**src/rtl/spike_pkg.sv**
```systemverilog
// Shared types and helpers for the spike-input tick scheduler.
package spike_pkg;

    localparam int unsigned TICK_W_DEF = 8;

    typedef enum logic [3:0] {
        StIdle,
        StStart,
        StFilter,
        StDrainRd,
        StDrainCap,
        StDrainHs,
        StWaitPeriod,
        StAdvance,
        StDone
    } sched_state_e;

    function automatic int unsigned addr_width(input int unsigned n);
        return (n > 1) ? $clog2(n) : 1;
    endfunction

endpackage

```
**src/rtl/tick_period_timer.sv**
```systemverilog
// Per-tick cycle counter with latched period, expiry decode and sticky overrun flag.
module tick_period_timer #(
    parameter int unsigned PERIOD_W = 16
) (
    input  logic                i_clk,
    input  logic                i_rst,
    input  logic                i_start,
    input  logic                i_check,
    input  logic                i_clear,
    input  logic [PERIOD_W-1:0] i_period,
    output logic                o_expired,
    output logic                o_overrun
);

    logic [PERIOD_W-1:0] r_cnt;
    logic [PERIOD_W-1:0] r_period;
    logic                r_overrun;
    logic [PERIOD_W:0]   w_adv_len;

    // r_cnt counts cycles completed since START, so an ADVANCE entered next
    // would be cycle r_cnt+2 of the tick (START being cycle 1).
    assign w_adv_len = {1'b0, r_cnt} + (PERIOD_W + 1)'(2);
    assign o_expired = (w_adv_len >= {1'b0, r_period});
    assign o_overrun = r_overrun;

    always_ff @(posedge i_clk) begin
        if (i_rst) begin
            r_cnt     <= '0;
            r_period  <= '0;
            r_overrun <= 1'b0;
        end else begin
            if (i_start) begin
                r_cnt    <= PERIOD_W'(1);
                r_period <= i_period;
            end else if (r_cnt != '1) begin
                r_cnt <= r_cnt + PERIOD_W'(1);
            end
            if (i_clear) begin
                r_overrun <= 1'b0;
            end else if (i_check && (w_adv_len > {1'b0, r_period})) begin
                r_overrun <= 1'b1;
            end
        end
    end

endmodule

```
**src/rtl/spike_tick_scheduler.sv**
```systemverilog
// Tick sequencer: start filter, drain matched events to the neuron core, pace ticks.
module spike_tick_scheduler
    import spike_pkg::*;
#(
    parameter int unsigned N        = 256,
    parameter int unsigned TICK_W   = TICK_W_DEF,
    parameter int unsigned PERIOD_W = 16
) (
    input  logic                          CLK,
    input  logic                          RST,
    input  logic                          enable_i,
    input  logic [PERIOD_W-1:0]           period_i,
    input  logic [TICK_W-1:0]             num_ticks_i,
    output logic [TICK_W-1:0]             tick_o,
    output logic                          next_tick_o,
    output logic                          filter_start_o,
    input  logic                          filter_done_i,
    input  logic                          FIFO_empty_i,
    output logic                          FIFO_r_en_o,
    input  logic [addr_width(N)-1:0]      FIFO_r_data_i,
    output logic                          event_valid_o,
    output logic [addr_width(N)-1:0]      event_addr_o,
    input  logic                          event_ready_i,
    output logic                          busy_o,
    output logic                          overrun_o,
    output logic                          run_done_o
);

    localparam int unsigned AW = addr_width(N);

    sched_state_e      r_state;
    logic [TICK_W-1:0] r_tick;
    logic [TICK_W:0]   r_remain;
    logic              r_next_tick;
    logic              r_filter_start;
    logic              r_event_valid;
    logic [AW-1:0]     r_event_addr;
    logic              r_busy;
    logic              r_run_done;
    logic              w_expired;
    logic              w_check;
    logic              w_clear;

    assign w_check = (r_state == StDrainRd) && FIFO_empty_i;
    assign w_clear = (r_state == StIdle) && enable_i;

    tick_period_timer #(
        .PERIOD_W (PERIOD_W)
    ) u_timer (
        .i_clk     (CLK),
        .i_rst     (RST),
        .i_start   (r_state == StStart),
        .i_check   (w_check),
        .i_clear   (w_clear),
        .i_period  (period_i),
        .o_expired (w_expired),
        .o_overrun (overrun_o)
    );

    assign tick_o         = r_tick;
    assign next_tick_o    = r_next_tick;
    assign filter_start_o = r_filter_start;
    assign event_valid_o  = r_event_valid;
    assign event_addr_o   = r_event_addr;
    assign busy_o         = r_busy;
    assign run_done_o     = r_run_done;
    // Pop must land in the same cycle the empty flag is seen, so it stays combinational.
    assign FIFO_r_en_o    = (r_state == StDrainRd) && !FIFO_empty_i;

    always_ff @(posedge CLK) begin
        if (RST) begin
            r_state        <= StIdle;
            r_tick         <= '0;
            r_remain       <= '0;
            r_next_tick    <= 1'b0;
            r_filter_start <= 1'b0;
            r_event_valid  <= 1'b0;
            r_event_addr   <= '0;
            r_busy         <= 1'b0;
            r_run_done     <= 1'b0;
        end else begin
            r_next_tick    <= 1'b0;
            r_filter_start <= 1'b0;
            unique case (r_state)
                StIdle: begin
                    if (enable_i) begin
                        r_state        <= StStart;
                        r_filter_start <= 1'b1;
                        r_busy         <= 1'b1;
                        r_tick         <= '0;
                        // Zero requests a full 2^TICK_W run.
                        r_remain       <= (num_ticks_i == '0) ? {1'b1, {TICK_W{1'b0}}}
                                                              : {1'b0, num_ticks_i};
                    end
                end
                StStart: r_state <= StFilter;
                StFilter: begin
                    if (filter_done_i) r_state <= StDrainRd;
                end
                StDrainRd: begin
                    if (!FIFO_empty_i) begin
                        r_state <= StDrainCap;
                    end else if (w_expired) begin
                        r_state     <= StAdvance;
                        r_next_tick <= 1'b1;
                    end else begin
                        r_state <= StWaitPeriod;
                    end
                end
                StDrainCap: begin
                    r_event_addr  <= FIFO_r_data_i;
                    r_event_valid <= 1'b1;
                    r_state       <= StDrainHs;
                end
                StDrainHs: begin
                    if (event_ready_i) begin
                        r_event_valid <= 1'b0;
                        r_state       <= StDrainRd;
                    end
                end
                StWaitPeriod: begin
                    if (w_expired) begin
                        r_state     <= StAdvance;
                        r_next_tick <= 1'b1;
                    end
                end
                StAdvance: begin
                    r_remain <= r_remain - (TICK_W + 1)'(1);
                    if (r_remain == (TICK_W + 1)'(1)) begin
                        r_state    <= StDone;
                        r_busy     <= 1'b0;
                        r_run_done <= 1'b1;
                    end else if (!enable_i) begin
                        r_state <= StIdle;
                        r_busy  <= 1'b0;
                    end else begin
                        r_tick         <= r_tick + TICK_W'(1);
                        r_state        <= StStart;
                        r_filter_start <= 1'b1;
                    end
                end
                StDone: begin
                    if (!enable_i) begin
                        r_state    <= StIdle;
                        r_run_done <= 1'b0;
                    end
                end
                default: r_state <= StIdle;
            endcase
        end
    end

endmodule
```
**config.mk**
```make
export PLATFORM = sky130hd
export DESIGN_NAME = spike_tick_scheduler
export DESIGN_NICKNAME = d
export VERILOG_FILES = /design/src/rtl/spike_pkg.sv /design/src/rtl/tick_period_timer.sv /design/src/rtl/spike_tick_scheduler.sv
export SDC_FILE = /design/constraint.sdc
export NUM_CORES = 1
export LEC_CHECK = 0
export CELL_PAD_IN_SITES_DETAIL_PLACEMENT = 0
export CELL_PAD_IN_SITES_GLOBAL_PLACEMENT = 1
export CORE_MARGIN = 8
export CORE_UTILIZATION = 50
export CTS_CLUSTER_SIZE = 10
export DETAILED_ROUTE_END_ITERATION = 6
export DONT_BUFFER_PORTS = 1
export MAX_ROUTING_LAYER = met4
export PLACE_DENSITY = 0.9
export SLEW_MARGIN = 20
export SYNTH_ARGS = -nofsm -noshare
export SYNTH_HDL_FRONTEND = slang
export SYNTH_SLANG_ARGS = --single-unit
```
**constraint.sdc**
```tcl
create_clock -name CLK -period 4.52 [get_ports CLK]
set_clock_uncertainty 0.2 [all_clocks]
set_input_delay 0.904 -clock CLK [delete_from_list [all_inputs] [get_ports CLK]]
set_output_delay 0.904 -clock CLK [all_outputs]
set_load 0.02 [all_outputs]
```
==> flow_summary.json, run 1 <==
{
  "status": "finished, final reports clean",
  "drv_slew": 0,
  "cts_sinks": 67,
  "period_needed_ns": 3.31,
  "yosys_most_used_dff": "dfxtp_1",
  "die_y_um": 101,
  "p_per_area_nw_per_um2": 450,
  "place_inst": 532,
  "synth_top_area_share_pct": 37.3,
  "r2r_cells": 12,
  "yosys_warnings": 0,
  "irDropWorstVdd_mv": 0.218,
  "leakage_nw": 1.39,
  "cts_inserted_buffers": 9,
  "antenna_found_initial": 0,
  "cts_setup_buffers": 0,
  "critical_path_class": "reg -> reg",
  "arrival_ns": 3.36,
  "relSlewSlack_pct": 33.9,
  "grt_pass1_vias": 2880,
  "synth_cell_types": 52,
  "fmax_mhz": 302,
  "async_reset_ff_share_pct": 0,
  "via_count": 2993,
  "yosysTopAreaCell": "dfxtp_1",
  "synth_common_cells": "nand2_1, dfxtp_1, a21oi_1",
  "seqCellArea_um2": 1340,
  "endpoint_kind": "flop",
  "final_util_pct": 53.9,
  "nNetsFinal": 503,
  "area_growth_pct": 6.48,
  "num_io_pins": 61,
  "min_path_type": "reg -> reg",
  "totalWireLength_um": 8390,
  "setup_violations": 0,
  "grt_overflow": 0,
  "path_max_fanout": 6,
  "place_area_um2": 3620,
  "worst_pin_slew_ns": 0.986,
  "globalplace.congestion": 0.872,
  "synth_area_um2": 3590,
  "hp-start": "u_timer.r_period[4]",
  "drt_iter0_drc": 152,
  "design_area_um2": 3820,
  "tritoncts": "built",
  "cts_resized": 0,
  "fp-row-count": 31,
  "cp.required_ns": 4.57,
  "worst_slack_ns": 1.21,
  "cts_htree_levels": 3,
  "clk_latency_ns": 0.35,
  "hold_viol": 0,
  "grt_setup_unrepaired": "false",
  "finalNonFillerCells": 548,
  "fp.coreArea_um2": 7100,
  "drive_gt1_share_pct": 6.01,
  "final_antenna_net_count": 0,
  "clkTransAtPathRegs_ns": 0.08,
  "wl_per_cell_um": 15.3,
  "cap_viol_max_count": 0,
  "syn_avg_cell_area_um2": 7.91,
  "grt_pass1_wl_um": 14000,
  "grt_max_degree": 48,
  "start_util_pct": 50.6,
  "final.period_utilization_pct": 73.2,
  "synth_edf_count": 0,
  "antennaDiodeCount": 0,
  "r2r-start": "u_timer.r_cnt[1]",
  "grt.total_usage_pct": 17.9,
  "holdPathEnd": "u_timer.r_period[4]",
  "dp_hpwl_um": 6200,
  "firstDrtPassIters": 4,
  "seq_area_frac_synth_pct": 37.3,
  "multiInputGateArea_um2": 2060,
  "dp_slack_ns": 1.24,
  "ys_ff_latch": 67,
  "synthTopCellsByArea": "dfxtp_1, nand2_1, ha_1, a21oi_1, nor2_1",
  "tns_ns": 0,
  "syn-num-nets": 513,
  "clk_path_buf_depth": 2,
  "drc_errors": 0,
  "viasPerCell": 5.46,
  "yosysMostFrequentCell": "nand2_1",
  "timing.rr.end": "next_tick_o",
  "port-buffer-count": 0,
  "synthCells": 454,
  "crit_path_start_kind": "flop",
  "dieArea_um2": 10200,
  "n_fill_cell": 697,
  "rrSetupSlack_ns": 1.21,
  "hold_buffers": 0,
  "cts-root-buf": "clkbuf_8",
  "die_w_um": 101,
  "holdPathStages": 2
}
## state kept, by name (all words and copies together), names as in the netlist
name / count
run_done_o: 1
filter_start_o: 1
r_state: 4
u_timer.o_overrun: 1
next_tick_o: 1
event_valid_o: 1
u_timer.r_cnt: 16
event_addr_o: 8
u_timer.r_period: 16
busy_o: 1
tick_o: 8
r_remain: 9
## metrics by stage
stage | hold slack (ns) | total power [W]
after floorplan | 0.236 | 0.00112
after global placement | 0.238 | 0.00120
after detailed placement | 0.243 | 0.00121
after CTS | 0.254 | 0.00173
after global routing | 0.269 | 0.00185
final | 0.252 | 0.00172
## worst max path at each step
stage          cells after the start        startpoint          end
2_1_floorplan                     12  u_timer.r_cnt[1]  next_tick_o
3_3_place_gp                      12  u_timer.r_cnt[1]  next_tick_o
3_5_place_dp                      12  u_timer.r_cnt[1]  next_tick_o
4_1_cts                           12  u_timer.r_cnt[1]  next_tick_o
5_1_grt                           11  u_timer.r_cnt[4]  next_tick_o
6_report                          12  u_timer.r_cnt[1]  next_tick_o
## worst max-delay path, stage by stage, from the launching register on
cell      delay [ns]
dfxtp_1         0.40
ha_1            0.27
nand3_4         0.14
nor4_4          0.38
nand3_2         0.16
xnor2_1         0.16
ha_1            0.30
nand3_1         0.12
nor4_1          0.38
a211oi_1        0.13
o211ai_1        0.24
nor2_1          0.10
nor4b_1         0.24
## report_power, final
group | switching [W] | total (W) | internal (W)
sequential | 0.0000839 | 0.000744 | 0.000660
combinational | 0.000290 | 0.000452 | 0.000162
clock | 0.000259 | 0.000525 | 0.000265
total | 0.000633 | 0.00172 | 0.00109
## cell usage in the layout (no fill, tap or decap), drive strengths merged, types with 3 or more instances in the layout
master	netlist	routed
xor2	18	18
a211oi	3	3
nand4	7	7
a21oi	50	50
xnor2	13	13
nor3	13	13
or3	4	4
nor2	48	48
inv	24	29
nor3b	5	5
dfxtp	67	67
nand2b	3	3
nor4	8	8
nand2	83	83
clkbuf	13	9
nand3	21	21
ha	21	21
o21ai	9	9
o31ai	3	3
## routing by layer
layer	vias up	track usage, %	wire length, um
li1	1543	-	-
met1	1378	20.8	3780
met2	52	28.0	4010
met5	-	-	0
met3	20	4.77	390
met4	0	8.60	212
## final cells by class
| cell class | instances | share of cell area, % |
|---|---|---|
| inverter | 24 | 2.36 |
| sequential | 67 | 35.1 |
| clock inverter | 7 | 2.16 |
| clock buffer | 9 | 3.24 |
| multi-input combinational | 342 | 53.9 |
| tap | 99 | 3.24 |
## logic make-up (layout without fill, tap and decap cells)
group	count (synthesis)	after routing	share of synthesized area, %
flip-flops	67	67	37.3
AO/OA/AOI/OAI	82	82	13.7
multiplexers	2	2	0.557
buffers and inverters	45	40	5.36
adder cells (fa/ha/maj)	21	21	7.31
XOR/XNOR	31	31	7.56
AND/OR/NAND/NOR	206	206	28.2
No activity file was read; power rests on OpenSTA's default activity.
==> run 2: changes to the inputs <==
Settings changed: CORE_UTILIZATION 50 to 46, PLACE_DENSITY 0.9 to 0.84.
Clock period 4.52 ns to 3.4 ns, I/O delays scaled along.
==> run 2 against run 1 <==
Die area grew 7.3%. First-iteration DRC count shrank 47%. Combinational power grew 37%. Sequential cell count is the same.
==> flow_summary.json, run 2 (synthesis gave the netlist of run 1 again) <==
{
  "firstDrtPassIters": 4,
  "finalPower_w": 0.00220,
  "area_growth_pct": 6.79,
  "wl_per_cell_um": 14.6,
  "holdWs_ns": 0.186,
  "grt_setup_unrepaired": "false",
  "dp_hpwl_um": 6090,
  "intPower_w": 0.00137,
  "globalplace.congestion": 0.841,
  "endpoint_kind": "flop",
  "final_antenna_net_count": 0,
  "cp_slowest_cell": "dfxtp_1",
  "path_max_fanout": 6,
  "finalNonFillerCells": 554,
  "fmax_mhz": 320,
  "clk_latency_ns": 0.35,
  "critical_path_class": "reg -> reg",
  "die_y_um": 104,
  "power_frac_comb_pct": 28.2,
  "path_delay_family": "simple AND/OR/NAND/NOR gates",
  "antennaDiodeCount": 0,
  "period_needed_ns": 3.13,
  "seqPwrFrac_pct": 45.0,
  "tritoncts": "built",
  "relSlewSlack_pct": 52.5,
  "crit_cells": 11,
  "drv_slew": 0,
  "clk_path_buf_depth": 2,
  "drive_gt1_share_pct": 7.08,
  "hold_buffers": 0,
  "port-buffer-count": 0,
  "cts_sinks": 67,
  "cts_inserted_buffers": 9,
  "nNetsFinal": 506,
  "crit_path_start_kind": "flop",
  "p_per_area_nw_per_um2": 575,
  "path_cells": "nand4_1, nor2_1, nand4_1, xnor2_1, ha_1, nand3_1, nor4_2, a211oi_1, o211ai_1, nor2_1, nor4b_1",
  "start_util_pct": 47.0,
  "r2r_cells": 11,
  "cp.required_ns": 3.45,
  "critPathBufInv": 0,
  "final.period_utilization_pct": 91.9,
  "arrival_ns": 3.18,
  "setup_violations": 0,
  "cts_resized": 0,
  "layout_common_cells": "nand2_1, dfxtp_1, a21oi_1",
  "num_io_pins": 61,
  "r2r-start": "u_timer.r_cnt[4]",
  "grt_pass1_vias": 2939,
  "power_frac_clock_pct": 26.9,
  "place_area_um2": 3640,
  "startpoint": "u_timer.r_cnt[4]",
  "via_count": 2960,
  "min_path_type": "in -> reg",
  "slowest_delay_ns": 0.50,
  "clkTransAtPathRegs_ns": 0.08,
  "totalWireLength_um": 8090,
  "place_inst": 538,
  "fp-row-count": 32,
  "tns_ns": 0,
  "dieArea_um2": 10900,
  "grt_max_degree": 48,
  "p_sw_share_pct": 37.6,
  "leakage_nw": 1.39,
  "power.switching_w": 0.000830,
  "worst_pin_slew_ns": 0.707,
  "grt.total_usage_pct": 15.8,
  "cts-root-buf": "clkbuf_8",
  "drc_errors": 0,
  "design_area_um2": 3840,
  "hold_viol": 0,
  "hp-start": "RST",
  "reg.largest.list": "u_timer.r_cnt: 16 flops, u_timer.r_period: 16 flops, r_remain: 9 flops",
  "drt_iter0_drc": 80,
  "irDropWorstVdd_mv": 0.358,
  "cts_setup_buffers": 0,
  "cap_viol_max_count": 0,
  "grt_overflow": 0,
  "antenna_found_initial": 0,
  "holdPathStages": 1,
  "viasPerCell": 5.34,
  "grt_pass1_wl_um": 13900,
  "fp.coreArea_um2": 7650,
  "die_w_um": 104,
  "final_common_cell": "nand2_1",
  "cts_htree_levels": 3,
  "status": "finished, final reports clean"
}
[run 2: final cells by class]
| class | count | area, um2 |
|---|---|---|
| timing repair buffer | 3 | 22.5 |
| inverter | 24 | 90.1 |
| fill | 744 | 3810 |
| multi-input combinational | 342 | 2080 |
| tap | 102 | 128 |
| clock inverter | 7 | 52.6 |
| clock buffer | 9 | 124 |
| sequential | 67 | 1340 |
[run 2: power groups by stage]
stage               sequential, W  clock [W]  combinational (W)
floorplan                0.000963          0           0.000520
global placement          0.00100          0           0.000598
detailed placement        0.00101          0           0.000613
CTS                      0.000989   0.000614           0.000616
global route              0.00101   0.000641           0.000710
finish                   0.000991   0.000592           0.000621
[run 2: final timing paths]
check                         to  slack (ns)
min reg2reg  u_timer.r_period[3]        0.25
min                event_valid_o        0.19
max                  next_tick_o        0.27
max reg2reg          next_tick_o        0.27
[run 2: per-layer routing]
metal  up-vias  part of all wire (%)  track usage (%)
li1       1547                     -                -
met4         0                   1.5             6.41
met1      1336                    47             18.6
met3        10                   7.5             5.76
met5         -                     0                -
met2        67                    44             23.9
[run 2: worst reg2reg max path: cells and delay by family, from the launching register on]
kind / cells / cell delay [ns]
XOR/XNOR: 1 / 0.16
adder cells (fa/ha/maj): 1 / 0.29
AND/OR/NAND/NOR: 7 / 1.54
AO/OA/AOI/OAI: 2 / 0.34
flip-flops: 1 / 0.50
[run 2: stage by stage]
stage	setup slack, ns	util, %
after global routing	0.0627	50.2
after CTS	0.129	50.0
after floorplan	0.471	-
after global placement	0.281	47.7
final	0.274	50.2
after detailed placement	0.151	47.7
==> run 3: changes to the inputs <==
Settings changed: GPL_ROUTABILITY_DRIVEN from default to 0.
==> results of run 3 <==
The final DEF is identical to that of run 2; final timing and power are the same.
==> edit, RTL diff (flow settings as in run 1) <==
`N`: 256 -> 512.
--- a/src/rtl/spike_tick_scheduler.sv
+++ b/src/rtl/spike_tick_scheduler.sv
@@ -4,3 +4,3 @@
 #(
-    parameter int unsigned N        = 256,
+    parameter int unsigned N        = 512,
     parameter int unsigned TICK_W   = TICK_W_DEF,
Interface: changed (resized FIFO_r_data_i and event_addr_o); port bits go from 61 to 63. No check against the original RTL was run, so the function may have changed too.
==> edit against run 1 <==
- wire length down 0.98%
- sequential cell count up 1
- via count up 4.2%
- critical endpoint is now u_timer.o_overrun$_SDFFE_PP0P_
- worst setup slack better by 180 ps
- cell count up 2.0%
- die area up 1.5%
- hold slack worse by 3.0 ps
- total power up 4.1%
- global-route usage down 0.59 points
- synthesized cell count up 2.2%
- area after synthesis up 1.7%
- final area up 2.1%
- largest power group unchanged
==> edit: results (changes against run 1) <==
worstMarginPinSlew_ps: 619  # -367 ps
r2r_start: "u_timer.r_cnt[3]$_SDFFE_PP0P_"
synthCells: 464  # +2.2%
status: "finished clean"
place.gp.congestion: 0.859  # -1.5%
crit_path_end: "u_timer.o_overrun$_SDFFE_PP0P_"
grt_max_degree: 51  # +6.3%
post-place-ws_ps: 1390  # +151 ps
grt_pass1_wl_um: 13800  # -1.6%
dpl.hpwl_um: 6240  # +0.66%
synth-xor-area-share: 0.0767  # +0.00110
wl_per_cell_um: 14.9  # -2.9%
synthTopCellsByArea: "dfxtp_1 37%, nand2_1 8.2%, ha_1 7.2%"
drt_iter0_markers: 179  # +18%
max_freq_mhz: 320  # +5.9%
crit_fanout: 8  # +2
ir_worst_vdd_mv: 0.235  # +7.9%
synthMuxAreaShare: 0.00274  # -0.00283
dpl.cell_count: 543  # +2.1%
ys_types: 56  # +7.7%
grt_usage: 0.173  # -0.00594
critPathMaxStageDelay_ps: 450  # +50 ps
worst_hold_slack_ps: 249  # -2.98 ps
synth_compound_area_frac: 0.152  # +0.0158
synth_commonest_cells: "80 x nand2_1, 68 x dfxtp_1, 48 x a21oi_1"
## edit: cell count changes after synthesis, sizes merged, moves of 4 or more
cell,delta
clkbuf,-4
o21ai,+10
nor3b,-4
nand3,-5
and3,+7
and4,+4
nor4,-5
nor3,-4
## edit: cell type report
class | count | area (um2)
tap | 99 | 124
clock buffer | 9 | 124
inverter | 26 | 97.6
clock inverter | 7 | 98.8
fill | 686 | 3270
multi-input combinational | 350 | 2100
sequential | 68 | 1360
## edit: worst min-delay path, delay by kind of cell (launching register included)
family / cells / cell delay (ps)
simple gates: 1 / 50
compound gates: 1 / 50
flops: 1 / 310
## edit: worst min path at each step
stage,from,to
after global routing,u_timer.r_period[3]$_SDFFE_PP0P_,u_timer.r_period[3]$_SDFFE_PP0P_
after floorplan,u_timer.r_period[10]$_SDFFE_PP0P_,u_timer.r_period[10]$_SDFFE_PP0P_
after CTS,u_timer.r_period[6]$_SDFFE_PP0P_,u_timer.r_period[6]$_SDFFE_PP0P_
final,u_timer.r_period[6]$_SDFFE_PP0P_,u_timer.r_period[6]$_SDFFE_PP0P_
after detailed placement,u_timer.r_period[15]$_SDFFE_PP0P_,u_timer.r_period[15]$_SDFFE_PP0P_
after global placement,u_timer.r_period[5]$_SDFFE_PP0P_,u_timer.r_period[5]$_SDFFE_PP0P_
## edit: routing by layer
| metal | vias up | global-route usage | share of wire |
|---|---|---|---|
| met5 | - | - | 0 |
| met4 | 0 | 0.0664 | 0.013 |
| met3 | 11 | 0.0495 | 0.056 |
| met2 | 78 | 0.270 | 0.47 |
| met1 | 1455 | 0.206 | 0.46 |
| li1 | 1576 | - | - |
## edit: report_power, final
part / switching, mW / internal, mW
Clock: 0.251 / 0.314
Combinational: 0.293 / 0.177
Sequential: 0.0869 / 0.669
Total: 0.631 / 1.16
